===== src/rtl/ef_spi_master_mc.sv =====
// ef_spi_master_mc
//   Full-duplex SPI master with configurable word width, NCS active-low chip
//   selects, all four CPOL/CPHA modes, a programmable SCLK divider and
//   chip-select hold across words for multi-word frames.
//
//   Optional feature macro: EF_SPI_LSB_FIRST_EN
//     Defined   : adds input lsb_first (sampled at go); 1 shifts LSB first.
//     Undefined : MSB first always. Timing is identical in both builds.
//
// Ports
//   clk, rst          clock; synchronous active-high reset
//   cpol, cpha        SPI mode, sampled at go
//   clk_div           SCLK half period = clk_div+1 clk cycles, sampled at go
//   cs_sel, cs_hold   chip-select index and hold-after-word flag, sampled at go
//   go, datai         start pulse (accepted while busy=0) and TX word
//   datao, busy, done RX word (valid from done), in-progress flag, done pulse
//   miso, mosi, sclk  serial pads
//   csb               active-low chip selects

module ef_spi_master_mc #(
   parameter int unsigned DW  = 8,
   parameter int unsigned CDW = 8,
   parameter int unsigned NCS = 1,
   parameter int unsigned SW  = (NCS > 1) ? $clog2(NCS) : 1
) (
   input  logic           clk,
   input  logic           rst,
   input  logic           cpol,
   input  logic           cpha,
   input  logic [CDW-1:0] clk_div,
   input  logic [SW-1:0]  cs_sel,
   input  logic           cs_hold,
   input  logic           go,
   input  logic [DW-1:0]  datai,
`ifdef EF_SPI_LSB_FIRST_EN
   input  logic           lsb_first,
`endif
   output logic [DW-1:0]  datao,
   output logic           busy,
   output logic           done,
   input  logic           miso,
   output logic           mosi,
   output logic           sclk,
   output logic [NCS-1:0] csb
);

   localparam int unsigned EW = $clog2(2 * DW);
   localparam logic [EW-1:0] LastEdge = EW'(2 * DW - 1);

   typedef enum logic [1:0] {StIdle, StSetup, StShift, StHold} state_e;

   state_e         state_q, state_d;
   logic [CDW-1:0] cnt_q, cnt_d;
   logic [CDW-1:0] div_q, div_d;
   logic [EW-1:0]  edge_q, edge_d;
   logic [DW-1:0]  tx_q, tx_d;
   logic [DW-1:0]  rx_q, rx_d;
   logic [DW-1:0]  datao_q, datao_d;
   logic [NCS-1:0] csb_q, csb_d;
   logic           cpha_q, cpha_d;
   logic           hold_q, hold_d;
   logic           lsb_q, lsb_d;
   logic           sclk_q, sclk_d;
   logic           busy_q, busy_d;
   logic           done_q, done_d;

   logic           lsb_in;
   logic           half_end;
   logic           do_edge;
   logic [EW-1:0]  edge_k;
   logic           lead;
   logic           do_sample;
   logic           do_shift;

`ifdef EF_SPI_LSB_FIRST_EN
   assign lsb_in = lsb_first;
`else
   assign lsb_in = 1'b0;
`endif

   // Down-counter reloads from the latched divider, so clk_div all-ones never wraps.
   assign half_end = (cnt_q == '0);

   always_comb begin
      state_d  = state_q;
      cnt_d    = cnt_q;
      div_d    = div_q;
      edge_d   = edge_q;
      tx_d     = tx_q;
      rx_d     = rx_q;
      datao_d  = datao_q;
      csb_d    = csb_q;
      cpha_d   = cpha_q;
      hold_d   = hold_q;
      lsb_d    = lsb_q;
      sclk_d   = sclk_q;
      done_d   = 1'b0;
      do_edge  = 1'b0;
      edge_k   = '0;

      unique case (state_q)
         StIdle: begin
            // Idle level tracks cpol with one cycle of lag.
            sclk_d = cpol;
            if (go) begin
               state_d = StSetup;
               cnt_d   = clk_div;
               div_d   = clk_div;
               cpha_d  = cpha;
               hold_d  = cs_hold;
               lsb_d   = lsb_in;
               tx_d    = datai;
               edge_d  = '0;
               // Rebuilding csb in one assignment keeps a reselected CS low without a glitch.
               for (int i = 0; i < NCS; i++) begin
                  csb_d[i] = (cs_sel != SW'(i));
               end
            end
         end
         StSetup: begin
            if (half_end) begin
               state_d = StShift;
               cnt_d   = div_q;
               do_edge = 1'b1;
               edge_k  = '0;
            end else begin
               cnt_d = cnt_q - 1'b1;
            end
         end
         StShift: begin
            if (half_end) begin
               cnt_d = div_q;
               if (edge_q == LastEdge) begin
                  // Last edge already returned sclk to cpol.
                  state_d = StHold;
               end else begin
                  do_edge = 1'b1;
                  edge_k  = edge_q + 1'b1;
               end
            end else begin
               cnt_d = cnt_q - 1'b1;
            end
         end
         StHold: begin
            if (half_end) begin
               state_d = StIdle;
               done_d  = 1'b1;
               datao_d = rx_q;
               if (!hold_q) begin
                  csb_d = '1;
               end
            end else begin
               cnt_d = cnt_q - 1'b1;
            end
         end
         default: state_d = StIdle;
      endcase

      // Even edge indices are leading edges. The first bit is presented from
      // go, so cpha=1 skips the shift on edge 0 and cpha=0 skips it on the last.
      lead      = ~edge_k[0];
      do_sample = cpha_q ? ~lead : lead;
      do_shift  = cpha_q ? (lead && (edge_k != '0)) : (~lead && (edge_k != LastEdge));

      if (do_edge) begin
         sclk_d = ~sclk_q;
         edge_d = edge_k;
         if (do_sample) begin
            rx_d = lsb_q ? {miso, rx_q[DW-1:1]} : {rx_q[DW-2:0], miso};
         end
         if (do_shift) begin
            tx_d = lsb_q ? (tx_q >> 1) : (tx_q << 1);
         end
      end

      busy_d = (state_d != StIdle);
   end

   always_ff @(posedge clk) begin
      if (rst) begin
         state_q <= StIdle;
         cnt_q   <= '0;
         div_q   <= '0;
         edge_q  <= '0;
         tx_q    <= '0;
         rx_q    <= '0;
         datao_q <= '0;
         csb_q   <= '1;
         cpha_q  <= 1'b0;
         hold_q  <= 1'b0;
         lsb_q   <= 1'b0;
         sclk_q  <= 1'b0;
         busy_q  <= 1'b0;
         done_q  <= 1'b0;
      end else begin
         state_q <= state_d;
         cnt_q   <= cnt_d;
         div_q   <= div_d;
         edge_q  <= edge_d;
         tx_q    <= tx_d;
         rx_q    <= rx_d;
         datao_q <= datao_d;
         csb_q   <= csb_d;
         cpha_q  <= cpha_d;
         hold_q  <= hold_d;
         lsb_q   <= lsb_d;
         sclk_q  <= sclk_d;
         busy_q  <= busy_d;
         done_q  <= done_d;
      end
   end

   assign datao = datao_q;
   assign busy  = busy_q;
   assign done  = done_q;
   assign sclk  = sclk_q;
   assign csb   = csb_q;
   assign mosi  = lsb_q ? tx_q[0] : tx_q[DW-1];

endmodule


===== config.mk =====
export PLATFORM = sky130hd
export DESIGN_NAME = ef_spi_master_mc
export DESIGN_NICKNAME = d
export VERILOG_FILES = /design/src/rtl/ef_spi_master_mc.sv
export SDC_FILE = /design/constraint.sdc
export NUM_CORES = 1
export LEC_CHECK = 0
export CORE_UTILIZATION = 35
export CTS_BUF_LIST = sky130_fd_sc_hd__clkbuf_4 sky130_fd_sc_hd__clkbuf_8
export CTS_CLUSTER_SIZE = 25
export DETAILED_ROUTE_END_ITERATION = 8
export PLACE_DENSITY = 0.57
export SYNTH_ARGS = -nofsm -noshare
export SYNTH_HDL_FRONTEND = slang
export SYNTH_SLANG_ARGS = --single-unit

===== constraint.sdc =====
create_clock -name clk -period 2.65 [get_ports clk]
set_clock_uncertainty 0.1 [all_clocks]
set_input_delay 0.53 -clock clk [delete_from_list [all_inputs] [get_ports clk]]
set_output_delay 0.53 -clock clk [all_outputs]
set_load 0.02 [all_outputs]

==> results of run 1 <==
==> cell families (layout without fill, tap and decap cells) <==
kind of cell    Yosys count  in the layout  synth area share (%)
simple gates            110            110                  20.9
mux                      16             16                  6.18
flops                    52             52                  39.8
fa+ha+maj                 7              7                  3.35
compound gates           94             94                  23.5
buf+inv                  31             72                  4.88
xor+xnor                  4              4                  1.34
==> synth_stat cells, drive strengths merged, types with 2 or more instances <==
master	instances
inv	10
buf	3
o22ai	4
mux2i	15
clkbuf	18
nor3b	2
and3	3
a221oi	6
nor4	5
dfxtp	52
a21oi	36
o32ai	3
or4	2
nand2	41
a2111oi	2
xor2	3
o21a	3
a311oi	7
ha	7
nor3	2
a211oi	3
nand3	17
o21ai	9
nor2	26
a31oi	7
nand2b	4
a21o	2
nor2b	3
o211ai	4
==> registers in the layout, summed over array words and instances, names as in the netlist, 2 cells and up <==
signal,flops
rx_q,8
tx_q,8
state_q,2
datao,8
cnt_q,8
edge_q,4
div_q,8
==> path summary, 6_finish.rpt <==
| path | from | end | slack [ns] |
|---|---|---|---|
| setup reg to reg | edge_q[0] | tx_q[6] | 0.26 |
| hold reg to reg | hold_q | hold_q | 0.36 |
| setup / recovery | edge_q[0] | tx_q[6] | 0.26 |
| hold / removal | hold_q | hold_q | 0.36 |
==> layout make-up <==
class                      count  area [um^2]
timing repair buffer          54          490
sequential                    52         1040
inverter                      10         37.5
tap                           99          124
fill                         739         3980
multi-input combinational    231         1450
clock inverter                 3         68.8
clock buffer                   5         68.8
==> metal layers <==
metal	vias to the layer above	share of wire (%)	track usage, %
met1	1160	50	25.9
met4	0	1.0	4.84
met2	50	44	27.8
met3	7	4.4	3.73
li1	1216	-	-
met5	-	0	0
==> repair_timing <==
item,CTS,global route
endpoints found under the setup margin,0,7
setup buffers,0,1
resized for setup,0,0
==> where the power goes <==
part	leakage (nW)	switching (mW)	internal, mW
sequential	0.425	0.0497	0.831
combinational	0.705	0.288	0.237
clock	0.0687	0.291	0.381
==> critical path: stages (launching register included) <==
cell      delay, ns
dfxtp_1        0.50
ha_1           0.35
nand2_1        0.08
o311ai_0       0.37
or4_1          0.50
a21oi_1        0.14
a311oi_1       0.27
==> flow_summary.yaml, run 1 <==
synth:
  synth_top_area_share_pct: 39.8
  post_synth_main_area_contributors: "dfxtp_1 (40%), a21oi_1 (6.9%), nand2_1 (5.9%)"
  post_synth.cell_area_avg_um2: 8.32
  synth_area_um2: 2610
  synth.yosys.seq_area_share_pct: 39.8
  synth-async-reset-ratio_pct: 0
  mappedNetlistNets: 345
  synth-edff-count: 0
  synthCells: 314
  synth_cell_type_count: 51
  synthesized_flop_and_latch_total: 52
  post-synth-top-area-cell: "dfxtp_1"
  synth-main-ff-cell: "dfxtp_1"
  ys_warn_count: 0
die:
  num_rows: 31
  die_x_um: 88.4
  start_util_pct: 36.0
  die-height_um: 88.4
  top_level_ports: 37
  design.die.area_um2: 7820
  placeableCoreArea_um2: 7250
clock_network:
  ctsRootBufferMaster: "clkbuf_8"
  clk_path_buf_depth: 2
  tritoncts.num_buffers: 5
  clkTransAtPathRegs_ns: 0.10
  clock_sinks: 52
  cts.htree.levels: 2
  worst_skew_pair_latency_ns: 0.32
  postCtsHoldBufs: 0
  cts_tree: "done"
power:
  totalPowerFinal_mw: 2.08
  leakage_nw: 1.20
  irDropWorstVdd_mv: 0.336
  power_density_nw_per_um2: 634
routing:
  post_drt_wl_per_cell_um: 14.9
  via_count: 2433
  drt-initial-drc-count: 114
  drt_first_pass_iters: 5
  postRouteAntennaNets: 0
  viasPerCell: 5.36
  drc: 0
  routed_wirelength_mm: 6.77
timing:
  slew_headroom_pct: 65.0
  worst_pin_slew_ns: 0.525
  fmax_mhz: 419
  final_period_minus_worst_setup_slack_ns: 2.39
  report.final.setup_viol: 0
  rsz_0062_raised_after_global_routing: "false"
  finalSetupTns_ns: 0
  hold-worst-slack_ns: 0.363
  final_critical_path_setup_slack_ns: 0.263
  finalHoldViolCount: 0
  slew_viol_final: 0
  final_min_period_over_clock_period_pct: 90.1
hold_path:
  holdPathStages: 2
  timing.hold.worst.class: "reg2reg"
global_route:
  first_pass_grt_wire_length_mm: 11.1
  antenna_violations_before_repair: 0
  largest_net_degree_at_the_start_of_global_routing: 40
  first_global_vias: 2261
  grt_use_total_pct: 18.2
  grt_overflow: 0
placement:
  placed_cell_area_um2: 3130
  port_buffers: 36
  hpwl_reported_at_the_end_of_detailed_placement_mm: 4.69
  globalplace.congestion: 0.867
  dp_worst_setup_slack_ns: 0.149
  placed_cells: 445
layout:
  final_design_area_no_fill_um2: 3280
  layout_commonest_cell: "dfxtp_1"
  cell_count_final_fillers_out: 454
  diodes: 0
  utilization_pct: 45.2
  layout.nets: 385
  final_layout_size_suffix_gt1_share_pct: 9.58
  syn_to_final_growth_pct: 25.3
  layout.cells.most_common_list: "dfxtp_1 (52), nand2_1 (41), a21oi_1 (36)"
outcome:
  run_status: "finished, final reports clean"
critical_path:
  start_kind: "flip-flop"
  crit_arrival_ns: 2.51
  crit_required_ns: 2.78
  reg2reg_depth: 6
  worstPathMaxFanout: 15
  timing.critical_path.to_type: "flip-flop"
  timing_worst_setup_path_type: "reg2reg"
run:
  timing.max_cap.violations: 0
(Power assumes the default switching activity.)
==> run 2, diff against run 1 <==
PLACE_DENSITY = 0.64   (was 0.57)
REMOVE_ABC_BUFFERS = 1   (was default)
==> flow_summary.yaml, run 2 (synthesized netlist as in run 1, its figures left out) <==
outcome:
  run_status: "finished, final reports clean"
global_route:
  grt_use_total_pct: 17.7
  first_pass_grt_wire_length_mm: 10.8
  first_global_vias: 2319
  antenna_violations_before_repair: 0
  largest_net_degree_at_the_start_of_global_routing: 34
  grt_overflow: 0
clock_network:
  worst_skew_pair_latency_ns: 0.31
  postCtsSetupRepairBufs: 0
  postCtsHoldBufs: 0
  cts_tree: "done"
  cts.htree.levels: 2
  clkTransAtPathRegs_ns: 0.09
  tritoncts.num_buffers: 5
  ctsRootBufferMaster: "clkbuf_8"
  clk_path_buf_depth: 2
  cts_resized: 0
  clock_sinks: 52
die:
  placeableCoreArea_um2: 7250
  top_level_ports: 37
  num_rows: 31
  design.die.area_um2: 7820
  die_x_um: 88.4
  start_util_pct: 36.0
  die-height_um: 88.4
placement:
  port_buffers: 36
  hpwl_reported_at_the_end_of_detailed_placement_mm: 4.49
  globalplace.congestion: 0.886
  placed_cell_area_um2: 3120
layout:
  layout_commonest_cell: "dfxtp_1"
  syn_to_final_growth_pct: 22.9
  final_design_area_no_fill_um2: 3210
  final_layout_size_suffix_gt1_share_pct: 8.55
  utilization_pct: 44.3
  diodes: 0
  layout.cells.most_common_list: "dfxtp_1 (52), nand2_1 (41), a21oi_1 (36)"
  layout.nets: 381
critical_path:
  crit_end: "tx_q[2]"
  r2r-start: "cnt_q[0]"
  timing.critical_path.to_type: "flip-flop"
  start_kind: "flip-flop"
  worstPathMaxFanout: 15
  rrSetupSlack_ns: 0.25
  crit_arrival_ns: 2.48
  crit_path_start: "cnt_q[0]"
  timing_worst_setup_path_type: "reg2reg"
  capture_point_of_the_worst_reg_to_reg_path: "tx_q[2]"
  reg2reg_depth: 7
  crit_required_ns: 2.73
timing:
  finalSetupTns_ns: 0
  slew_viol_final: 0
  hold-worst-slack_ns: 0.359
  slew_headroom_pct: 59.1
  final_period_minus_worst_setup_slack_ns: 2.40
  fmax_mhz: 417
  rsz_0062_raised_after_global_routing: "false"
  final_min_period_over_clock_period_pct: 90.6
  finalHoldViolCount: 0
  report.final.setup_viol: 0
  worst_pin_slew_ns: 0.613
routing:
  drc: 0
  viasPerCell: 5.42
  routed.top_layer: "met4"
  met2_wirelength_mm: 3.02
  routed_wirelength_mm: 6.43
  total_routed_wire_length_on_the_met1_layer_mm: 3.03
  post_drt_wl_per_cell_um: 14.3
  drt-initial-drc-count: 133
  drt_first_pass_iters: 4
  via_count: 2437
  wl_met3_um: 242
  postRouteAntennaNets: 0
run:
  timing.max_cap.violations: 0
hold_path:
  timing.hold.worst.class: "reg2reg"
power:
  irDropWorstVdd_mv: 0.232
  power_density_nw_per_um2: 579
  totalPowerFinal_mw: 1.86
  leakage_nw: 1.16
==> run 2: cell count changes in the layout (fill, tap and decap cells not counted) <==
cell	delta
buf_4	-5
bufinv_16	-2
buf_12	+1
clkbuf_4	+1
clkinv_4	+1
clkinvlp_4	+1
inv_6	-1
==> run 2: worst min path at each step <==
stage | start | to | slack (ns) | depth (start not counted)
after global placement | hold_q | hold_q | 0.34 | 2
after CTS | datao[1] | datao[1] | 0.36 | 2
after detailed placement | datao[1] | datao[1] | 0.35 | 2
after floorplan | hold_q | hold_q | 0.33 | 2
final | datao[1] | datao[1] | 0.36 | 2
after global routing | datao[1] | datao[1] | 0.38 | 2
==> run 2: critical path, cell delays in order (launching register included) <==
cell and delay, ns:
dfxtp_1 0.33, inv_1 0.11, ha_1 0.20, nor3b_2 0.30
nand3_2 0.12, or4_1 0.78, a21oi_1 0.26, a311oi_2 0.06
==> run 2: per-stage QoR <==
step,worst slack [ns],std cells
floorplan,0.311,293
global placement,0.316,442
detailed placement,0.261,442
CTS,0.258,450
global route,0.0392,450
finish,0.249,450
==> run 2: power by group <==
part / internal, mW / switching (mW)
Sequential: 0.831 / 0.0512
Combinational: 0.229 / 0.284
Clock: 0.199 / 0.269
Total: 1.26 / 0.604
==> run 2: layout make-up <==
cell class                      instances  area, um^2
Clock buffer                            6        76.3
Clock inverter                          2        16.3
Fill cell                             725        4040
Inverter                               10        37.5
Multi-Input combinational cell        231        1450
Sequential cell                        52        1040
Tap cell                               99         124
Timing Repair Buffer                   50         473
==> run 2: routing by layer <==
layer  GRT usage, %  vias up
met5              0        -
met4           8.80        0
li1               -     1210
met2           28.4       52
met1           22.6     1164
met3           3.45       11
